[config.mk]
export PLATFORM = sky130hd
export DESIGN_NAME = align_fp
export DESIGN_NICKNAME = d
export VERILOG_FILES = /design/src/rtl/fp_pkg.sv /design/src/rtl/align_fp.sv
export SDC_FILE = /design/constraint.sdc
export NUM_CORES = 1
export LEC_CHECK = 0
export ABC_CLOCK_PERIOD_IN_PS = 2200
export CORE_ASPECT_RATIO = 0.5
export CORE_MARGIN = 3
export CORE_UTILIZATION = 48
export DETAILED_ROUTE_END_ITERATION = 6
export PLACE_DENSITY_LB_ADDON = 0.1
export SETUP_SLACK_MARGIN = 0.1
export SKIP_CTS_REPAIR_TIMING = 1
export SLEW_MARGIN = 20
export SYNTH_ARGS = -nofsm -noshare
export SYNTH_HDL_FRONTEND = slang
export SYNTH_SLANG_ARGS = --single-unit
[constraint.sdc]
create_clock -name clk -period 2.2 [get_ports clk]
set_input_delay 0.44 -clock clk [delete_from_list [all_inputs] [get_ports clk]]
set_output_delay 0.44 -clock clk [all_outputs]
set_load 0.02 [all_outputs]
[src/rtl/fp_pkg.sv]
// fp_pkg: shared floating-point field widths and the alignment FSM state type.
// Word layout is {sign, exp[EXP_W-1:0], mantis[MANT_W-1:0]} with an explicit
// leading one at mantis[MANT_W-1] (no hidden bit). normalize_fp uses the same widths.
package fp_pkg;

  localparam int unsigned EXP_W  = 8;
  localparam int unsigned MANT_W = 23;
  localparam int unsigned WIDTH  = 1 + EXP_W + MANT_W;

  typedef enum logic [1:0] {
    IDLE  = 2'd0,
    SHIFT = 2'd1,
    DONE  = 2'd2
  } state_t;

endpackage

[src/rtl/align_fp.sv]
// align_fp: right-shift alignment of a float operand to a target exponent.
// Shifts the mantissa right one bit per clock while incrementing the exponent,
// collecting guard and sticky bits for the downstream adder's rounding.
//
// Ports:
//   clk         in   clock, rising edge
//   rst         in   asynchronous reset, active-high
//   en          in   load/start strobe; aborts and restarts any operation in flight
//   number      in   operand {sign, exp, mantis}
//   target_exp  in   exponent to align to (unsigned)
//   out         out  aligned operand {sign, exp_r, mant_r}
//   guard       out  last bit shifted out of the mantissa
//   sticky      out  OR of every bit shifted out before guard
//   busy        out  high while shifting
//   ready       out  result valid; holds until the next en or rst
//   bad_target  out  target_exp was below the operand exponent; out = number
module align_fp
  import fp_pkg::*;
#(
  parameter int unsigned EXP_W  = fp_pkg::EXP_W,
  parameter int unsigned MANT_W = fp_pkg::MANT_W
) (
  input  logic                      clk,
  input  logic                      rst,
  input  logic                      en,
  input  logic [EXP_W+MANT_W:0]     number,
  input  logic [EXP_W-1:0]          target_exp,
  output logic [EXP_W+MANT_W:0]     out,
  output logic                      guard,
  output logic                      sticky,
  output logic                      busy,
  output logic                      ready,
  output logic                      bad_target
);

  localparam int unsigned W = 1 + EXP_W + MANT_W;

  // Largest distance still handled by shifting; anything beyond flushes.
  localparam logic [EXP_W:0] MaxShift = (EXP_W + 1)'(MANT_W + 1);

  state_t              r_state;
  logic                r_sign;
  logic [EXP_W-1:0]    r_exp;
  logic [MANT_W-1:0]   r_mant;
  logic [EXP_W-1:0]    r_target;
  logic                r_guard;
  logic                r_sticky;
  logic                r_busy;
  logic                r_ready;
  logic                r_bad;
  logic                r_bad_pend;

  logic                w_sign_in;
  logic [EXP_W-1:0]    w_exp_in;
  logic [MANT_W-1:0]   w_mant_in;
  logic [EXP_W:0]      w_d;
  logic                w_neg;
  logic                w_zero_d;
  logic                w_flush;
  logic [EXP_W-1:0]    w_exp_inc;

  assign w_sign_in = number[W-1];
  assign w_exp_in  = number[W-2:MANT_W];
  assign w_mant_in = number[MANT_W-1:0];

  // EXP_W+1-bit two's complement difference; the top bit is the sign.
  assign w_d      = {1'b0, target_exp} - {1'b0, w_exp_in};
  assign w_neg    = w_d[EXP_W];
  assign w_zero_d = (w_d == '0);
  assign w_flush  = !w_neg && (w_d > MaxShift);

  assign w_exp_inc = r_exp + EXP_W'(1);

  always_ff @(posedge clk or posedge rst) begin
    if (rst) begin
      r_state    <= IDLE;
      r_sign     <= 1'b0;
      r_exp      <= '0;
      r_mant     <= '0;
      r_target   <= '0;
      r_guard    <= 1'b0;
      r_sticky   <= 1'b0;
      r_busy     <= 1'b0;
      r_ready    <= 1'b0;
      r_bad      <= 1'b0;
      r_bad_pend <= 1'b0;
    end else if (en) begin
      r_sign     <= w_sign_in;
      r_exp      <= w_exp_in;
      r_mant     <= w_mant_in;
      r_target   <= target_exp;
      r_guard    <= 1'b0;
      r_sticky   <= 1'b0;
      r_ready    <= 1'b0;
      r_bad      <= 1'b0;
      r_bad_pend <= 1'b0;
      r_busy     <= 1'b0;
      if (w_neg) begin
        r_bad_pend <= 1'b1;
        r_state    <= DONE;
      end else if (w_zero_d) begin
        r_state <= DONE;
      end else if (w_mant_in == '0) begin
        r_exp   <= target_exp;
        r_state <= DONE;
      end else if (w_flush) begin
        r_mant   <= '0;
        r_exp    <= target_exp;
        r_sticky <= |w_mant_in;
        r_state  <= DONE;
      end else begin
        r_busy  <= 1'b1;
        r_state <= SHIFT;
      end
    end else begin
      unique case (r_state)
        SHIFT: begin
          r_mant   <= r_mant >> 1;
          r_exp    <= w_exp_inc;
          r_guard  <= r_mant[0];
          r_sticky <= r_sticky | r_guard;
          if (w_exp_inc == r_target) begin
            r_busy  <= 1'b0;
            r_ready <= 1'b1;
            r_state <= DONE;
          end
        end
        DONE: begin
          // Immediate-result loads enter DONE with ready low; it rises one edge later.
          if (!r_ready) begin
            r_ready <= 1'b1;
            r_bad   <= r_bad_pend;
          end
        end
        default: ;
      endcase
    end
  end

  assign out        = {r_sign, r_exp, r_mant};
  assign guard      = r_guard;
  assign sticky     = r_sticky;
  assign busy       = r_busy;
  assign ready      = r_ready;
  assign bad_target = r_bad;

endmodule

## Word level (Yosys, flattened, before mapping)

Index checks and enable logic that the tools add are counted.
W data, S select, Z words.

- Add/sub/neg operators: 2
- Order comparisons: 1
- Equality and inequality tests: 5
- Muxes and demuxes: 41
- Bitwise gates (word level): 1
- Reduce and logical (&&, ||, !) cells: 12

Operators with widths:

| operator | number |
|---|---|
| $mux W23 | 6 |
| $mux W8 | 6 |
| $logic_not A23 Y1 | 1 |
| $reduce_or A23 Y1 | 1 |
| $mux W1 | 21 |
| $mux W2 | 7 |
| $gt A9 B5 Y1 const B | 1 |
| $logic_not A9 Y1 | 1 |
| $sub A8 B8 Y9 | 1 |
| $add A8 B1 Y8 const B | 1 |
| $eq A8 B8 Y1 | 1 |
| $reduce_and A2 Y1 | 3 |
| $reduce_bool A2 Y1 | 3 |
| $ne A3 B3 Y1 const B | 1 |
| $reduce_bool A3 Y1 | 1 |
| $eq A2 B1 Y1 const B | 1 |
| $eq A2 B2 Y1 const B | 1 |
| $ne A2 B2 Y1 const B | 1 |
| $pmux W1 S2 | 1 |
| $logic_and A1 B1 Y1 | 1 |
| $logic_not A1 Y1 | 1 |
| $or A1 B1 Y1 | 1 |

- Flip-flop bits (word level): 48
- Bits of input ports: 43
- Output and inout port bits: 37

## Logic depth before layout (Yosys ltp)

Gate-level depths: netlist of the first run.

- Depth after elaboration: 8
- Gate-level depth with buffers: 11
- Gate-level depth less buffers: 10

## Worst setup path before layout of the first run

No wires, ideal clock.

- Path kind: input to register
- Start: input port target_exp[0]
- End: register r_mant[12]
- Library setup time: 79 ps
- Arrival time: 2491 ps
- Required time: 2121 ps
- Setup slack: -369 ps
- Stages: 11
- Cell sequence: inv_1 -> ha_1 -> fa_1 -> nor2b_4 -> o2111ai_2 -> a311oi_4 -> o211a_4 -> a211oi_2 -> nor2b_4 -> buf_6 -> o2bb2ai_1

- Word-level cells in the longest chain between the ends: 8
- Elaborated cells between the ends (all ways): 10

RTL lines:

| item | line | text |
|---|---|---|
| from (decl) | align_fp.sv:27 | `input logic [EXP_W-1:0] target_exp,` |
| $sub A8 B8 Y9 * | align_fp.sv:67 | `assign w_d = {1'b0, target_exp} - {1'b0, w_exp_in};` |
| $gt A9 B5 Y1 or $logic_not A1 Y1 (tied branches) | align_fp.sv:70 | `assign w_flush = !w_neg && (w_d > MaxShift);` |
| $logic_and A1 B1 Y1 | align_fp.sv:70 |  |
| $mux W23 | align_fp.sv:106 | `end else if (w_flush) begin` |
| $mux W23 | align_fp.sv:103 | `end else if (w_mant_in == '0) begin` |
| $mux W23 | align_fp.sv:101 | `end else if (w_zero_d) begin` |
| $mux W23 * | align_fp.sv:98 | `if (w_neg) begin` |
| $mux W23 * | align_fp.sv:87 | `end else if (en) begin` |
| to (signal assigned) | align_fp.sv:90 | `r_mant <= w_mant_in;` |
| to (signal assigned) | align_fp.sv:118 | `r_mant <= r_mant >> 1;` |
| to (decl) | align_fp.sv:44 | `logic [MANT_W-1:0] r_mant;` |

Mark *: on every way between the ends. The rest lies on a longest branch, timed or not.
A chain may end at the register's enable or synchronous reset.

## Final worst setup path of the first run

- Start: input port target_exp[0]
- End: register r_mant[21]

The elaborated chain is that of the path after synthesis.

==> metrics, run 1 <==
Pleak 2.11 nW; reg2reg start r_exp[0]$_DFFE_PP0P_; most common library cells after synthesis dfrtp_1 (47), mux2i_1 (29), o2bb2ai_1 (21), inv_1 (13), xnor2_1 (13); worst setup path startpoint target_exp[0]; share of flip-flops with an asynchronous set or reset 100%; Worst EP arrival 2.80 ns; clk sinks 47; Synth Flop Type dfrtp_1; Tot Pwr 3.11 mW; Worst-path clk slew 0.07 ns; WP data required 2.42 ns; Final WS setup -0.382 ns; DP HPWL 5810 um; Post-Syn Area 2880 sq um; Mapped Nets 318; VDD IR max 0.460 mV; reg2reg end ready$_DFFE_PP0P_; post-detailed-route count of antenna-violating nets 0; Yosys top cell area share 40.9%; die extent in x 116 um; clock latency on the worst-skew pair 0.29 ns; Mean Syn Cell Area 10.9 sq um; fin. max-slew vios 0; depth of the most critical reg-to-reg path 8; setup TNS -10.39 ns; cell taking the most area after synthesis dfrtp_1; num ports 80; crit path kind in2reg; Core Area 5630 sq um; RSZ-0062 raised after global routing true; final net count 448; Remaining DRCs 0; achievable frequency 387 MHz; Synth area leaders dfrtp_1 (41%), mux2i_1 (10%), o2bb2ai_1 (6.4%); Slowest-stage cell, CP fa_2; wire per inst 17.8 um; max-cap viol count 0; slowest stage delay, CP 0.39 ns; Syn Inst Count 265; sequential area share after synthesis 40.9%; max_slew headroom 73.7%; RePlAce Congestion 0.866; hold slack 0.398 ns; share of layout cells above drive strength 1 30.8%; endpoints failing hold 0; worst hold path class in2async; # rows 19; Setup crit end kind flip-flop; Antenna Cells 0; Post-synth EDFFs 0; Tot GR Track Use 23.3%; Reg2Reg Setup Slack 0.26 ns; DR iter-0 viols 121; pin count of the biggest net entering global routing 57; Ys Warns 0; Fill cells 319; grt ovf 0; first-pass GRT wire length 12700 um; CTS tree done; pwr dens 667 nW/um^2; Layout Skew 0.00579 ns; Area Growth Syn to Fin 61.9%; Worst Setup EP r_mant[21]$_DFFE_PP0P_; initial antenna violation count 0; clock buffer count from CTS 5; via count 2633; post-synthesis register bit count 47; Tmin final 2.58 ns; final setup vio count 34; sequence of cells on the critical path buf_8 > inv_8 > ha_4 > fa_2 > nor2b_4 > o2111ai_4 > a311oi_4 > buf_6 > o211a_4 > a211oi_4 > nor2b_4 > clkbuf_16 > o2bb2ai_4; number of port buffers 79; status finished, violations left; Slew @ Worst Pin 0.395 ns; clock tree buffer depth 2; Root Driver clkbuf_16; drt pass-1 iters 4; Starting Density 51.1%; Startpoint Class input port; DR vias/cell 5.61; Die Span Y 60.8 um; most frequent CP cell nor2b_4; vias in the first global route 2623; Critical Path Fanout Max 6; top-count cell post-synth dfrtp_1; Final Routed Wirelength 8360 um; failing checks setup timing; H-tree levels 2; synth unique cells 50; Period Utilization, post-route 117%; Die Footprint 7020 sq um
==> critical path, delay by kind of cell <==
family | cells | cell delay, ns
AOI/OAI and AO/OA | 5 | 0.85
adders and majority gates | 2 | 0.54
buffers and inverters | 4 | 0.52
and+or+nand+nor | 2 | 0.44
==> cell families (layout without fill, tap and decap cells) <==
family / count (synthesis) / in the layout / synth area share, %
flip-flops: 47 / 47 / 40.9
AO/OA/AOI/OAI: 61 / 61 / 18.4
adder cells (fa/ha/maj): 10 / 10 / 4.61
multiplexers: 39 / 39 / 14.0
buffers and inverters: 25 / 156 / 3.91
XOR/XNOR: 22 / 22 / 6.70
AND/OR/NAND/NOR: 61 / 61 / 11.5
==> flip-flops by register name (all words and copies together) (netlist names) <==
signal / count
bad_target: 1
busy: 1
guard: 1
r_bad_pend: 1
r_exp: 8
r_mant: 23
r_sign: 1
r_state: 1
r_target: 8
ready: 1
sticky: 1
==> worst min-delay path by stage <==
stage | from | to | slack (ns) | cells after the start
after floorplan | r_bad_pend$_DFFE_PP0P_ | r_bad_pend$_DFFE_PP0P_ | 0.48 | 1
after global placement | r_bad_pend$_DFFE_PP0P_ | r_bad_pend$_DFFE_PP0P_ | 0.50 | 1
after detailed placement | r_sign$_DFFE_PP0P_ | r_sign$_DFFE_PP0P_ | 0.51 | 1
after CTS | rst | r_mant[12]$_DFFE_PP0P_ | 0.40 | 2
after global routing | rst | r_mant[13]$_DFFE_PP0P_ | 0.42 | 2
final | rst | r_mant[3]$_DFFE_PP0P_ | 0.40 | 2
==> placed cells by master, fill, tap and decap left out, drive strengths merged, types with 8 or more instances in the layout <==
cell           synthesis  routed
mux2                  10      10
dfrtp                 47      47
xor2                   9       9
clkdlybuf4s50          0      68
nor2                  12      12
inv                   13      14
nor3                   8       8
dlymetal6s2s           0       8
nand2                 11      11
nand3                  9       9
clkbuf                 8       8
xnor2                 13      13
mux2i                 29      29
o2bb2ai               22      22
buf                    4      57
ha                     9       9
==> per-stage QoR <==
step	instances	util [%]	worst slack, ns	instance area, sq um
3_5_place_dp	453	73.6	-0.991	4150
2_1_floorplan	265	-	-0.171	2940
3_3_place_gp	453	73.6	-0.908	4150
5_1_grt	469	82.7	-0.445	4660
4_1_cts	461	76.2	-0.713	4290
6_report	469	82.7	-0.382	4660
==> layer usage <==
metal  routed length [um]  up-vias  part of all wire, %  global-route usage [%]
met3                  559        9                  6.7                    4.78
met4                   55        0                 0.66                    4.85
met5                    0        -                    0                       0
li1                     -     1253                    -                       -
met1                 3980     1264                   48                    33.4
met2                 3760      107                   45                    37.1
==> power breakdown <==
part           leakage (nW)  total [mW]  switching, mW  internal, mW
Combinational          1.47        1.24          0.583         0.655
Sequential            0.573        1.11          0.132         0.981
Clock                0.0675       0.756          0.330         0.426
Total                  2.11        3.11           1.05          2.06
==> area by class of cell <==
cell class / instances / area (sq um) / area share (%)
inverters: 13 / 56.3 / 1.21
repair buffers: 135 / 1320 / 28.4
clock buffers: 6 / 129 / 2.77
multi-input cells: 193 / 1870 / 40.0
clock inverters: 2 / 16.3 / 0.349
well taps: 73 / 91.3 / 1.96
flip-flops and latches: 47 / 1180 / 25.2
(Power assumes the default switching activity.)
==> run 2, diff against run 1 <==
--- a/config.mk
+++ b/config.mk
@@ -17,3 +17,4 @@
 export SYNTH_ARGS = -nofsm -noshare
 export SYNTH_HDL_FRONTEND = slang
 export SYNTH_SLANG_ARGS = --single-unit
+export TNS_END_PERCENT = 5
==> run 2 against run 1 <==
Effect of this change:
- first-iteration DRC count up 4.1%
- non-clock buffer count fell by 3
- the run still ends with setup timing left
- via count grew 0.53%
- fmax increased by 0.72%
==> metrics, run 2 (same netlist as run 1, synthesis figures left out) <==
Tot GR Track Use 23.9% (was 23.3%); H-tree levels 2 (unchanged); Final WS setup -0.364 ns (was -0.382 ns); achievable frequency 390 MHz (was 387 MHz); worst hold path class in2reg (was in2async); post-detailed-route count of antenna-violating nets 0 (unchanged); clock tree buffer depth 2 (unchanged); most frequent cells in the layout clkdlybuf4s50_1 (65), dfrtp_1 (47), buf_4 (47) (was clkdlybuf4s50_1 (68), dfrtp_1 (47), buf_4 (46)); Die Span Y 60.8 um (unchanged); share of layout cells above drive strength 1 31.0% (was 30.8%); clock latency on the worst-skew pair 0.29 ns (about the same); Worst-path clk slew 0.06 ns (was 0.07 ns); die extent in x 116 um (unchanged); crit path kind in2reg (unchanged); fin. max-slew vios 0 (unchanged); Final Routed Wirelength 8650 um (was 8360 um); DR vias/cell 5.68 (was 5.61); pwr dens 674 nW/um^2 (was 667 nW/um^2); Worst EP arrival 2.76 ns (was 2.80 ns); wire per inst 18.6 um (was 17.8 um); clock buffer count from CTS 5 (unchanged); largest register by flop count r_mant (unchanged); VDD IR max 0.433 mV (was 0.460 mV); number of port buffers 79 (unchanged); DR iter-0 viols 126 (was 121); Starting Density 51.1% (unchanged); largest registers r_mant: 23 flops, r_exp: 8 flops, r_target: 8 flops (unchanged); Remaining DRCs 0 (unchanged); Antenna Cells 0 (unchanged); via count 2647 (was 2633); fin area 4610 sq um (was 4660 sq um); RePlAce Congestion 0.876 (was 0.866); CTS tree done (unchanged); RSZ-0062 raised after global routing true (unchanged); Core Area 5630 sq um (unchanged); final core utilization 81.8% (was 82.7%); WP data required 2.40 ns (was 2.42 ns); Placement Cell Area 4100 sq um (was 4150 sq um); max_slew headroom 57.9% (was 73.7%); status finished, violations left (unchanged); Layout Skew 0.00632 ns (was 0.00579 ns); DP HPWL 6060 um (was 5810 um); pin count of the biggest net entering global routing 42 (was 57); Tmin final 2.56 ns (was 2.58 ns); Critical Path Fanout Max 5 (was 6); Setup crit end kind flip-flop (unchanged); clk sinks 47 (unchanged); initial antenna violation count 0 (unchanged); Pleak 2.09 nW (was 2.11 nW); drt pass-1 iters 4 (unchanged); final net count 445 (was 448); first-pass GRT wire length 12800 um (was 12700 um); Die Footprint 7020 sq um (unchanged); Startpoint Class input port (unchanged); max-cap viol count 0 (unchanged); Largest register FFs 23 (unchanged); Period Utilization, post-route 117% (about the same); vias in the first global route 2571 (was 2623); Area Growth Syn to Fin 60.2% (was 61.9%); endpoints failing hold 0 (unchanged); failing checks setup timing (unchanged); grt ovf 0 (unchanged); Tot Pwr 3.11 mW (about the same); num ports 80 (unchanged); most common cell after layout, fill and taps aside clkdlybuf4s50_1 (unchanged); final setup vio count 34 (unchanged); # rows 19 (unchanged); Slew @ Worst Pin 0.631 ns (was 0.395 ns); Root Driver clkbuf_16 (unchanged)
==> run 2: cell count changes in the layout (fill, tap and decap cells not counted), moves of 2 or more <==
cell,change
o2bb2ai_2,-3
o32ai_2,+3
clkdlybuf4s50_1,-3
o2bb2ai_1,+5
o2bb2ai_4,-2
or2_4,+2
buf_6,-2
o22ai_2,-2
dlymetal6s2s_1,+3
o32ai_1,-4
ha_1,-2
==> run 2: area by class of cell <==
cell class,count,area (sq um)
clock buffers,6,129
multi-input cells,193,1870
flip-flops and latches,47,1180
inverters,13,51.3
well taps,73,91.3
fillers,335,1020
clock inverters,2,16.3
repair buffers,132,1270
==> run 2: power by group <==
part	total (mW)	internal (mW)	switching, mW
Combinational	1.22	0.644	0.579
Clock	0.764	0.426	0.338
Sequential	1.12	0.981	0.138
Total	3.11	2.05	1.06
==> run 2: layer usage <==
metal,GRT usage (%),vias up,part of all wire [%],wire (um)
met5,0,-,0,0
met4,6.19,0,1.3,109
met3,5.18,13,5.7,497
met2,37.9,102,46,4020
met1,33.8,1293,46,4020
li1,-,1239,-,-
==> run 2: final timing paths <==
path / cells after the start / slack (ns) / from / endpoint
worst max-delay path: 10 / -0.36 / number[17] / r_exp[7]$_DFFE_PP0P_
worst min-delay path: 3 / 0.45 / number[23] / r_exp[0]$_DFFE_PP0P_
worst max register to register: 7 / 0.27 / r_exp[0]$_DFFE_PP0P_ / ready$_DFFE_PP0P_
worst min register to register: 1 / 0.51 / r_bad_pend$_DFFE_PP0P_ / r_bad_pend$_DFFE_PP0P_
max in group asynchronous: 3 / 1.09 / rst / r_mant[5]$_DFFE_PP0P_
min in group asynchronous: 2 / 0.56 / rst / r_mant[16]$_DFFE_PP0P_
==> run 2: stage by stage <==
stage	hold WS, ns	worst slack, ns	std cells	setup TNS (ns)
finish	0.445	-0.364	466	-8.50
global route	0.479	-0.402	466	-10.51
CTS	0.517	-0.679	462	-21.91
floorplan	0.480	-0.241	265	-7.02
global placement	0.496	-0.918	454	-30.66
detailed placement	0.503	-0.987	454	-32.57
==> run 2: worst max-delay path, stage by stage <==
cell             delay (ns)
clkdlybuf4s50_1        0.49
nor4_2                 0.40
nand4_1                0.16
nor2_1                 0.21
buf_4                  0.16
a31oi_1                0.05
buf_4                  0.17
o21a_4                 0.22
or2_4                  0.25
a31oi_1                0.20
